--- src/rtl/multdiv_unit_if.sv ---
// Operand/start/result bundle between the execute stage and the
// iterative multiply/divide unit.
interface multdiv_unit_if #(
   parameter int WIDTH = 32
);
   logic [WIDTH-1:0] data_operandA;
   logic [WIDTH-1:0] data_operandB;
   logic             ctrl_MULT;
   logic             ctrl_DIV;
   logic [WIDTH-1:0] data_result;
   logic             data_exception;
   logic             data_resultRDY;

   modport master (
      output data_operandA,
      output data_operandB,
      output ctrl_MULT,
      output ctrl_DIV,
      input  data_result,
      input  data_exception,
      input  data_resultRDY
   );

   modport slave (
      input  data_operandA,
      input  data_operandB,
      input  ctrl_MULT,
      input  ctrl_DIV,
      output data_result,
      output data_exception,
      output data_resultRDY
   );
endinterface

--- src/rtl/multdiv_unit.sv ---
// Iterative signed multiply/divide: one product or quotient bit per clock,
// fixed WIDTH+1 cycle latency from start to the one-cycle ready pulse.
module multdiv_unit #(
   parameter int WIDTH = 32
) (
   input logic          clock,
   input logic          ctrl_reset,
   multdiv_unit_if.slave bus
);
   localparam int CW = $clog2(WIDTH) + 1;

   typedef enum logic [1:0] {IDLE, MUL, DIV, DONE} state_t;

   state_t             r_state;
   state_t             w_state_n;
   logic [CW-1:0]      r_cnt;
   logic [2*WIDTH-1:0] r_acc;
   logic [2*WIDTH-1:0] r_opa;
   logic [WIDTH-1:0]   r_opb;
   logic               r_neg;
   logic               r_ovf;
   logic [WIDTH-1:0]   r_result;
   logic               r_exc;
   logic               r_rdy;

   logic               w_start;
   logic               w_busy;
   logic               w_last;
   logic [WIDTH-1:0]   w_a;
   logic [WIDTH-1:0]   w_b;
   logic [WIDTH-1:0]   w_mag_a;
   logic [WIDTH-1:0]   w_mag_b;
   logic [2*WIDTH-1:0] w_addend;
   logic [WIDTH:0]     w_shift;
   logic [WIDTH:0]     w_diff;
   logic [WIDTH-1:0]   w_quo;
   logic [WIDTH-1:0]   w_min;

   assign w_a     = bus.data_operandA;
   assign w_b     = bus.data_operandB;
   assign w_start = bus.ctrl_MULT | bus.ctrl_DIV;
   assign w_busy  = (r_state == MUL) || (r_state == DIV);
   assign w_last  = (r_cnt == CW'(WIDTH));
   assign w_mag_a = w_a[WIDTH-1] ? -w_a : w_a;
   assign w_mag_b = w_b[WIDTH-1] ? -w_b : w_b;
   assign w_min   = {1'b1, {(WIDTH-1){1'b0}}};

   // The multiplier MSB carries negative weight in two's complement.
   assign w_addend = (r_cnt == CW'(WIDTH - 1)) ? -r_opa : r_opa;

   assign w_shift = {r_acc[2*WIDTH-1:WIDTH], r_acc[WIDTH-1]};
   assign w_diff  = w_shift - {1'b0, r_opa[WIDTH-1:0]};
   assign w_quo   = r_neg ? -r_acc[WIDTH-1:0] : r_acc[WIDTH-1:0];

   always_comb begin
      w_state_n = r_state;
      if (bus.ctrl_MULT) begin
         w_state_n = MUL;
      end else if (bus.ctrl_DIV) begin
         w_state_n = DIV;
      end else begin
         case (r_state)
            MUL:     if (w_last) w_state_n = DONE;
            DIV:     if (w_last) w_state_n = DONE;
            DONE:    w_state_n = IDLE;
            default: w_state_n = IDLE;
         endcase
      end
   end

   always_ff @(posedge clock or posedge ctrl_reset) begin
      if (ctrl_reset) begin
         r_state  <= IDLE;
         r_cnt    <= '0;
         r_acc    <= '0;
         r_opa    <= '0;
         r_opb    <= '0;
         r_neg    <= 1'b0;
         r_ovf    <= 1'b0;
         r_result <= '0;
         r_exc    <= 1'b0;
         r_rdy    <= 1'b0;
      end else begin
         r_state <= w_state_n;
         r_rdy   <= 1'b0;
         if (w_start) begin
            r_cnt <= '0;
            r_neg <= w_a[WIDTH-1] ^ w_b[WIDTH-1];
            r_ovf <= (w_a == w_min) && (&w_b);
            if (bus.ctrl_MULT) begin
               r_acc <= '0;
               r_opa <= {{WIDTH{w_a[WIDTH-1]}}, w_a};
               r_opb <= w_b;
            end else begin
               // Low half of the accumulator shifts the dividend out.
               r_acc <= {{WIDTH{1'b0}}, w_mag_a};
               r_opa <= {{WIDTH{1'b0}}, w_mag_b};
               r_opb <= '0;
            end
         end else if (w_busy && !w_last) begin
            r_cnt <= r_cnt + 1'b1;
            if (r_state == MUL) begin
               if (r_opb[0]) r_acc <= r_acc + w_addend;
               r_opa <= r_opa << 1;
               r_opb <= r_opb >> 1;
            end else if (!w_diff[WIDTH]) begin
               r_acc <= {w_diff[WIDTH-1:0], r_acc[WIDTH-2:0], 1'b1};
            end else begin
               r_acc <= {w_shift[WIDTH-1:0], r_acc[WIDTH-2:0], 1'b0};
            end
         end else if (w_busy) begin
            r_rdy <= 1'b1;
            if (r_state == MUL) begin
               r_result <= r_acc[WIDTH-1:0];
               r_exc    <= r_acc[2*WIDTH-1:WIDTH] != {WIDTH{r_acc[WIDTH-1]}};
            end else if (r_opa[WIDTH-1:0] == '0) begin
               r_result <= '0;
               r_exc    <= 1'b1;
            end else begin
               r_result <= w_quo;
               r_exc    <= r_ovf;
            end
         end
      end
   end

   assign bus.data_result    = r_result;
   assign bus.data_exception = r_exc;
   assign bus.data_resultRDY = r_rdy;
endmodule

--- src/flat_wrapper.sv ---
// flat-port wrapper written by rule: the top's interface ports become plain ports
module multdiv_unit_flat 
#(
   parameter int WIDTH = 32
)
  (clock, ctrl_reset, bus_data_operandA, bus_data_operandB, bus_ctrl_MULT, bus_ctrl_DIV, bus_data_result, bus_data_exception, bus_data_resultRDY);
  multdiv_unit_if #(.WIDTH(WIDTH)) bus_i ();
  input logic clock;
  input logic ctrl_reset;
  input wire logic [$bits(bus_i.data_operandA)-1:0] bus_data_operandA;
  input wire logic [$bits(bus_i.data_operandB)-1:0] bus_data_operandB;
  input wire logic [$bits(bus_i.ctrl_MULT)-1:0] bus_ctrl_MULT;
  input wire logic [$bits(bus_i.ctrl_DIV)-1:0] bus_ctrl_DIV;
  output wire logic [$bits(bus_i.data_result)-1:0] bus_data_result;
  output wire logic [$bits(bus_i.data_exception)-1:0] bus_data_exception;
  output wire logic [$bits(bus_i.data_resultRDY)-1:0] bus_data_resultRDY;
  assign bus_i.data_operandA = bus_data_operandA;
  assign bus_i.data_operandB = bus_data_operandB;
  assign bus_i.ctrl_MULT = bus_ctrl_MULT;
  assign bus_i.ctrl_DIV = bus_ctrl_DIV;
  assign bus_data_result = bus_i.data_result;
  assign bus_data_exception = bus_i.data_exception;
  assign bus_data_resultRDY = bus_i.data_resultRDY;
  multdiv_unit #(.WIDTH(WIDTH)) u_core (.clock(clock), .ctrl_reset(ctrl_reset), .bus(bus_i));
endmodule
--- config.mk ---
export PLATFORM = sky130hd
export DESIGN_NAME = multdiv_unit_flat
export DESIGN_NICKNAME = d
export VERILOG_FILES = /design/src/rtl/multdiv_unit_if.sv /design/src/rtl/multdiv_unit.sv /design/src/flat_wrapper.sv
export SDC_FILE = /design/constraint.sdc
export NUM_CORES = 1
export LEC_CHECK = 0
export ABC_AREA = 1
export BUFFER_PORTS_ARGS = -buffer_cell sky130_fd_sc_hd__clkbuf_2
export CORE_MARGIN = 8
export CORE_UTILIZATION = 30
export CTS_CLUSTER_SIZE = 10
export DETAILED_ROUTE_END_ITERATION = 6
export PLACE_DENSITY = 0.55
export REMOVE_ABC_BUFFERS = 1
export SLEW_MARGIN = 20
export SYNTH_ARGS = -nofsm -noshare
export SYNTH_HDL_FRONTEND = slang
export SYNTH_SLANG_ARGS = --single-unit
--- constraint.sdc ---
create_clock -name clock -period 5.65 [get_ports clock]
set_input_delay 0.565 -clock clock [delete_from_list [all_inputs] [get_ports clock]]
set_output_delay 0.565 -clock clock [all_outputs]
set_load 0.01 [all_outputs]
==> run metrics, run 1 <==
dominant synthesized flop cell dfrtp_1; final WL 98200 um; pre-CTS setup slack 1.33 ns; DRT antenna net count 0; FF-to-FF path depth 22; worst-path maximum fanout 5; Cell Pwr Density 286 nW/um2; Overall Global Routing Usage 22.0%; die height 293 um; Initial Util 30.3%; data required time of the worst path 6.12 ns; Layout Nets 4264; largest net degree at the start of global routing 104; Final setup viols 0; Routed WL per cell 19.3 um; GPL Wtd Cong 1.02; register area 5100 um2; # Post-CTS Setup Buffers 0; largest family of logic cells by synthesized area simple AND/OR/NAND/NOR gates; Synth Area in Compound Gates 13.4%; Yosys reg bits 204; Slew @ Worst Pin 1.03 ns; mapped cell area 22900 um2; Post-synth ARST share 100%; Post-synth EDFFs 0; drt via density 5.07; IO Count 102; vias 25700; initial antenna violation count 3; area taken by multi-input logic gates 14700 um2; CP endpoint kind flop; # diodes 0; Initial DRC Count 2639; Mapped Avg Cell Area 5.69 um2; Setup crit start u_core.r_opa[1]; Finished Cell Area 25300 um2; CP startpoint kind flop; Final Cycle Share 78.6%; num rows 101; vias in the first global route 23800; share of layout cells above drive strength 1 4.78%; Worst Setup Slack, final 1.21 ns; gr ovfl total 0; Area growth, synth to finish 10.5%; CP arrival 4.91 ns; htree depth 1; Die X-Extent 293 um; worst reg2reg setup slack 1.21 ns; Syn Inst Count 4029; Max Cap Viol 0; number of port buffers 101; die area 85600 um2; Max Buffers Root-to-Sink 3; worst setup path class flop to flop; total CTS buffers 28; hold crit path type primary input to async pin; post-synthesis mux area share 0%; core area 75800 um2; fmax 0.225 GHz; status finished clean; adder-cell share of the synthesized area 6.50%; Max VDD drop 0.239 mV; Relative slew margins 31.5%; register clock-pin slew on the reported worst setup and hold paths 0.06 ns; first-pass GRT wire length 147000 um; CTS sink cnt 204; final worst path period need 4.44 ns; R2R Path End u_core.r_acc[54]; leak pwr 13.9 nW; unrepaired setup endpoints after global routing no; post-synthesis sequential area ratio 22.3%; # DRC 0; Netlist cell types 50; CP endpoint u_core.r_acc[54]; Hold Buf Count CTS 0; Root Buffer clkbuf_16; placement-stage cell area 24400 um2; post_cts resized 0; filler cell count 8670; Reg2Reg Launch Point u_core.r_opa[1]; Detailed Place HPWL 79700 um; Ys Warns 0; Synth Area in XOR/XNOR 5.12%; DR pass1 iterations 6; simple-gate area share of the yosys netlist 38.8%; fin. max-slew vios 0; Final Hold Fails 0; skew final 0.0161 ns; hold slack 0.0385 ns; CTS tree built; Clk Latency, worst-skew pair 0.59 ns
==> stage by stage <==
| stage | util [%] | power [mW] | instances | TNS [ns] |
|---|---|---|---|---|
| finish | 33.4 | 7.25 | 5075 | 0 |
| global route | 33.4 | 7.73 | 5075 | 0 |
| CTS | 33.4 | 7.22 | 5075 | 0 |
| detailed placement | 32.2 | 5.39 | 5026 | 0 |
| global placement | 32.2 | 5.39 | 5026 | 0 |
| floorplan | - | 4.14 | 3922 | -141.87 |
==> report_power, final <==
| group | internal, mW | leakage, nW | switching [mW] |
|---|---|---|---|
| sequential | 1.73 | 2.61 | 0.294 |
| clock | 1.07 | 0.435 | 0.739 |
| combinational | 1.02 | 10.9 | 2.40 |
==> registers in the layout, summed over array words and instances (netlist names) <==
name,cells
u_core.r_opa,64
u_core.bus.data_exception,1
u_core.bus.data_resultRDY,1
u_core.bus.data_result,32
u_core.r_neg,1
u_core.r_ovf,1
u_core.r_opb,32
u_core.r_cnt,6
u_core.r_acc,64
u_core.r_state,2
==> cells by family after synthesis <==
family / after synthesis
simple gates: 2168
buf+inv: 841
compound gates: 564
flops: 204
xor+xnor: 134
fa+ha+maj: 118
==> layer usage <==
layer	up-vias	global-route usage, %	wire length, um	part of all wire [%]
met5	-	0	25	0.025
met4	4	7.98	4070	4.1
met3	185	2.35	7590	7.7
met2	996	34.4	41900	43
met1	11800	31.2	44500	45
li1	12800	-	-	-
==> area by class of cell <==
class                      instances  area share (%)
clock inverter                     7           0.415
timing repair buffer             126            2.73
clock buffer                      42            3.17
sequential                       204            20.1
multi-input combinational       2984            57.8
inverter                         734            10.9
tap                              978            4.83
==> layout by cell type (no fill, tap or decap), types with 6 or more instances in the layout <==
| cell type | synthesis | final |
|---|---|---|
| clkbuf_1 | 71 | 9 |
| nand3b_1 | 13 | 13 |
| a22o_1 | 9 | 9 |
| nand2_1 | 1383 | 1383 |
| o221ai_1 | 7 | 7 |
| nor2_1 | 338 | 336 |
| a32oi_1 | 7 | 7 |
| o22ai_1 | 31 | 31 |
| nor3_1 | 66 | 65 |
| a31oi_1 | 9 | 9 |
| xor2_1 | 120 | 120 |
| clkbuf_2 | 0 | 101 |
| buf_4 | 0 | 25 |
| nor4_1 | 21 | 21 |
| inv_1 | 728 | 726 |
| dfrtp_1 | 204 | 204 |
| nand3_1 | 269 | 269 |
| xnor2_1 | 14 | 14 |
| o21ai_0 | 269 | 269 |
| o21bai_1 | 6 | 6 |
| clkbuf_16 | 0 | 28 |
| ha_1 | 116 | 116 |
| o211ai_1 | 8 | 8 |
| nand4_1 | 46 | 46 |
| a21oi_1 | 196 | 195 |
==> worst max-delay path, cell delays in order (launching register included) <==
cell and delay [ns]:
dfrtp_1 0.39, inv_1 0.16, ha_1 0.21, inv_1 0.08, nor3_2 0.20, inv_1 0.13, nor4_1 0.63, nand2_1 0.28
xor2_1 0.20, a21oi_1 0.34, ha_1 0.40, nand2_1 0.16, inv_1 0.05, a21oi_1 0.19, nand2_1 0.10, inv_1 0.08
nand2_1 0.06, a21oi_1 0.24, nand2_1 0.09, nand2_1 0.06, nand3_1 0.09, nand3_1 0.12, nand2_1 0.05
==> synth_stat cells (all sizes together), types with 46 or more instances <==
| cell type | number | area share [%] |
|---|---|---|
| ha | 116 | 6.3 |
| o21ai | 273 | 6.0 |
| nand4 | 46 | 1.3 |
| xor2 | 120 | 4.6 |
| nand2 | 1388 | 23 |
| a21oi | 196 | 4.3 |
| nor2 | 344 | 5.8 |
| clkbuf | 71 | 1.2 |
| nand3 | 270 | 5.9 |
| nor3 | 69 | 1.6 |
| inv | 732 | 12 |
| dfrtp | 204 | 22 |
==> worst min-delay path by stage <==
stage	end	slack, ns	depth (start not counted)
after floorplan	u_core.r_ovf	0.44	2
after global placement	u_core.bus.data_result[25]	0.47	2
after detailed placement	u_core.bus.data_result[25]	0.47	2
after CTS	u_core.bus.data_result[11]	0.07	2
after global routing	u_core.bus.data_result[11]	0.08	2
final	u_core.bus.data_result[11]	0.04	2
Power figures use the tool's default switching activity.
==> run 2, diff against run 1 <==
==> constraint.sdc (replaced) <==
create_clock -name clock -period 3.6 [get_ports clock]
set_input_delay 0.36 -clock clock [delete_from_list [all_inputs] [get_ports clock]]
set_output_delay 0.36 -clock clock [all_outputs]
set_load 0.01 [all_outputs]
==> run metrics, run 2 (synthesis results as in run 1) <==
Relative slew margins 26.2% (-5.3 points); unrepaired setup endpoints after global routing yes; die area 85600 um2 (unchanged); final WL 105000 um (+6.9%); WHS Endpoint u_core.r_state[1]; setup TNS -0.241 ns (-0.241 ns); vias 27500 (+6.6%); share of layout cells above drive strength 1 21.7% (+17 points); Cell Pwr Density 441 nW/um2 (+54%); Routed WL per cell 19.2 um (-0.76%); most frequent cells in the layout 1220 x nand2_1, 693 x inv_1, 386 x buf_4; Non-Filler Instances 5465 (+7.7%); worst reg2reg setup slack -0.07 ns (-1.28 ns); DR pass1 iterations 6 (unchanged); Overall Global Routing Usage 23.2% (+1.2 points); num rows 101 (unchanged); hold path start bus_ctrl_DIV; commonest non-fill, non-tap cell in the layout nand2_1; Final Hold Fails 0 (unchanged); first-pass GRT wire length 155000 um (+5.5%); vias in the first global route 25600 (+7.7%); sw frac 45.7% (-1.6 points); Largest stage delay, worst path 0.39 ns (-0.24 ns); CP arrival 4.17 ns (-0.74 ns); Max Cap Viol 0 (unchanged); initial antenna violation count 1 (-2); Final Cycle Share 102% (+23 points); Worst Setup Slack, final -0.0664 ns (-1.28 ns); final worst path period need 3.67 ns (-0.774 ns); violated checks setup timing; fmax 0.273 GHz (+21%); Initial DRC Count 2451 (-7.1%); leak pwr 16.2 nW (+16%); GPL Wtd Cong 1.02 (+0.95%); Root Buffer clkbuf_16; worst setup path class flop to flop; P_int 7.23 mW (+89%); # diodes 0 (unchanged); Worst Hold Depth 3; gr ovfl total 0 (unchanged); CTS sink cnt 204 (unchanged); cell mode on critical path nand2_1; htree depth 1 (unchanged); clock power share 22.8% (-2.1 points); skew final 0.0189 ns (+0.00279 ns); Die X-Extent 293 um (unchanged); CP startpoint kind flop; number of port buffers 101 (unchanged); PnR Total Power 13.3 mW (+84%); Critical Path Slowest Stage Cell dfrtp_1; drt via density 5.02 (-0.99%); Area growth, synth to finish 31.7%; Final setup viols 8 (+8); Layout Nets 4652 (+9.1%); total CTS buffers 29 (+3.6%); FF-to-FF path depth 29 (+32%); Inst Count DP 5365 (+6.7%); data required time of the worst path 4.10 ns (-2.02 ns); P_sw 6.09 mW (+78%); hold crit path type primary input to flop; DRT antenna net count 0 (unchanged); core area 75800 um2 (unchanged); Reg2Reg Launch Point u_core.r_opa[1]; CP endpoint kind flop; worst-path maximum fanout 5 (unchanged); # DRC 0 (unchanged); R2R Path End u_core.r_acc[57]; Slew @ Worst Pin 1.11 ns (+0.0804 ns); CTS tree built; Max VDD drop 0.560 mV (+130%); status finished with violations; area taken by multi-input logic gates 16400 um2 (+12%); filler cell count 8273 (-4.6%); IO Count 102 (unchanged); Max Buffers Root-to-Sink 3 (unchanged); fin. max-slew vios 0 (unchanged); Clk Latency, worst-skew pair 0.61 ns (+0.02 ns); die height 293 um (unchanged); pre-CTS setup slack -0.319 ns (-1.65 ns); register area 5100 um2 (unchanged); Largest regs u_core.r_acc: 64 flops, u_core.r_opa: 64 flops; register clock-pin slew on the reported worst setup and hold paths 0.06 ns (about the same); Initial Util 30.3% (unchanged); Detailed Place HPWL 83600 um (+4.9%); Setup crit start u_core.r_opa[1]; combinational power share 53.5% (+6.4 points); Flop pwr share 23.7% (-4.3 points); largest net degree at the start of global routing 104 (unchanged)
## run 2: changes by cell type in the layout (fill, tap and decap cells not counted), sizes merged, moves of 2 or more
cell      change
clkinv        +5
buf         +385
clkbuf        -2
clkinvlp      -2
## run 2: timing repair
action	in CTS	in global routing
hold buffers	1	0
setup endpoints to repair	43	55
gates resized for setup	96	395
gates cloned	1	1
endpoints found under the hold margin	72	0
pin swaps	11	100
setup buffers	15	31
## run 2: per-layer routing
layer	vias to the layer above	routed length (um)	global-route usage, %
li1	13500	-	-
met1	12800	47100	32.5
met2	1012	44600	35.5
met3	164	9160	4.70
met4	2	3960	7.66
met5	-	13	0
## run 2: through the flow
stage / util (%) / area (um2) / hold WS, ns
after floorplan: - / 22500 / 0.444
after global placement: 35.7 / 27000 / 0.462
after detailed placement: 35.7 / 27000 / 0.467
after CTS: 37.6 / 28500 / 0.0775
after global routing: 39.9 / 30200 / 0.147
final: 39.9 / 30200 / 0.109
## run 2: worst max-delay path by stage
stage | slack [ns] | cells past startpoint | endpoint
CTS | -0.07 | 29 | u_core.r_acc[58]
detailed placement | -0.32 | 26 | u_core.r_acc[58]
finish | -0.07 | 29 | u_core.r_acc[57]
floorplan | -2.67 | 20 | u_core.r_acc[53]
global placement | -0.25 | 27 | u_core.r_acc[58]
global route | -0.32 | 30 | u_core.r_acc[57]
## run 2: critical path, delay by kind of cell, from the launching register on
| family | cells | cell delay (ns) |
|---|---|---|
| flops | 1 | 0.39 |
| xor+xnor | 1 | 0.16 |
| buf+inv | 6 | 0.63 |
| fa+ha+maj | 2 | 0.49 |
| compound gates | 1 | 0.14 |
| simple gates | 19 | 1.75 |
## run 2: power by group through the flow
| stage | sequential (mW) | clock (mW) | combinational, mW |
|---|---|---|---|
| after CTS | 3.12 | 3.09 | 6.39 |
| final | 3.15 | 3.03 | 7.13 |
| after global routing | 3.20 | 3.16 | 7.78 |
| after detailed placement | 3.15 | 0 | 6.21 |
| after global placement | 3.15 | 0 | 6.21 |
| after floorplan | 3.13 | 0 | 3.36 |
## run 2: cell type report
type                    count  area share, %
flip-flops and latches    204           16.9
well taps                 978           4.05
clock inverters            12          0.509
repair buffers            512           12.3
clock buffers              40           2.67
inverters                 734           9.17
multi-input cells        2985           54.4
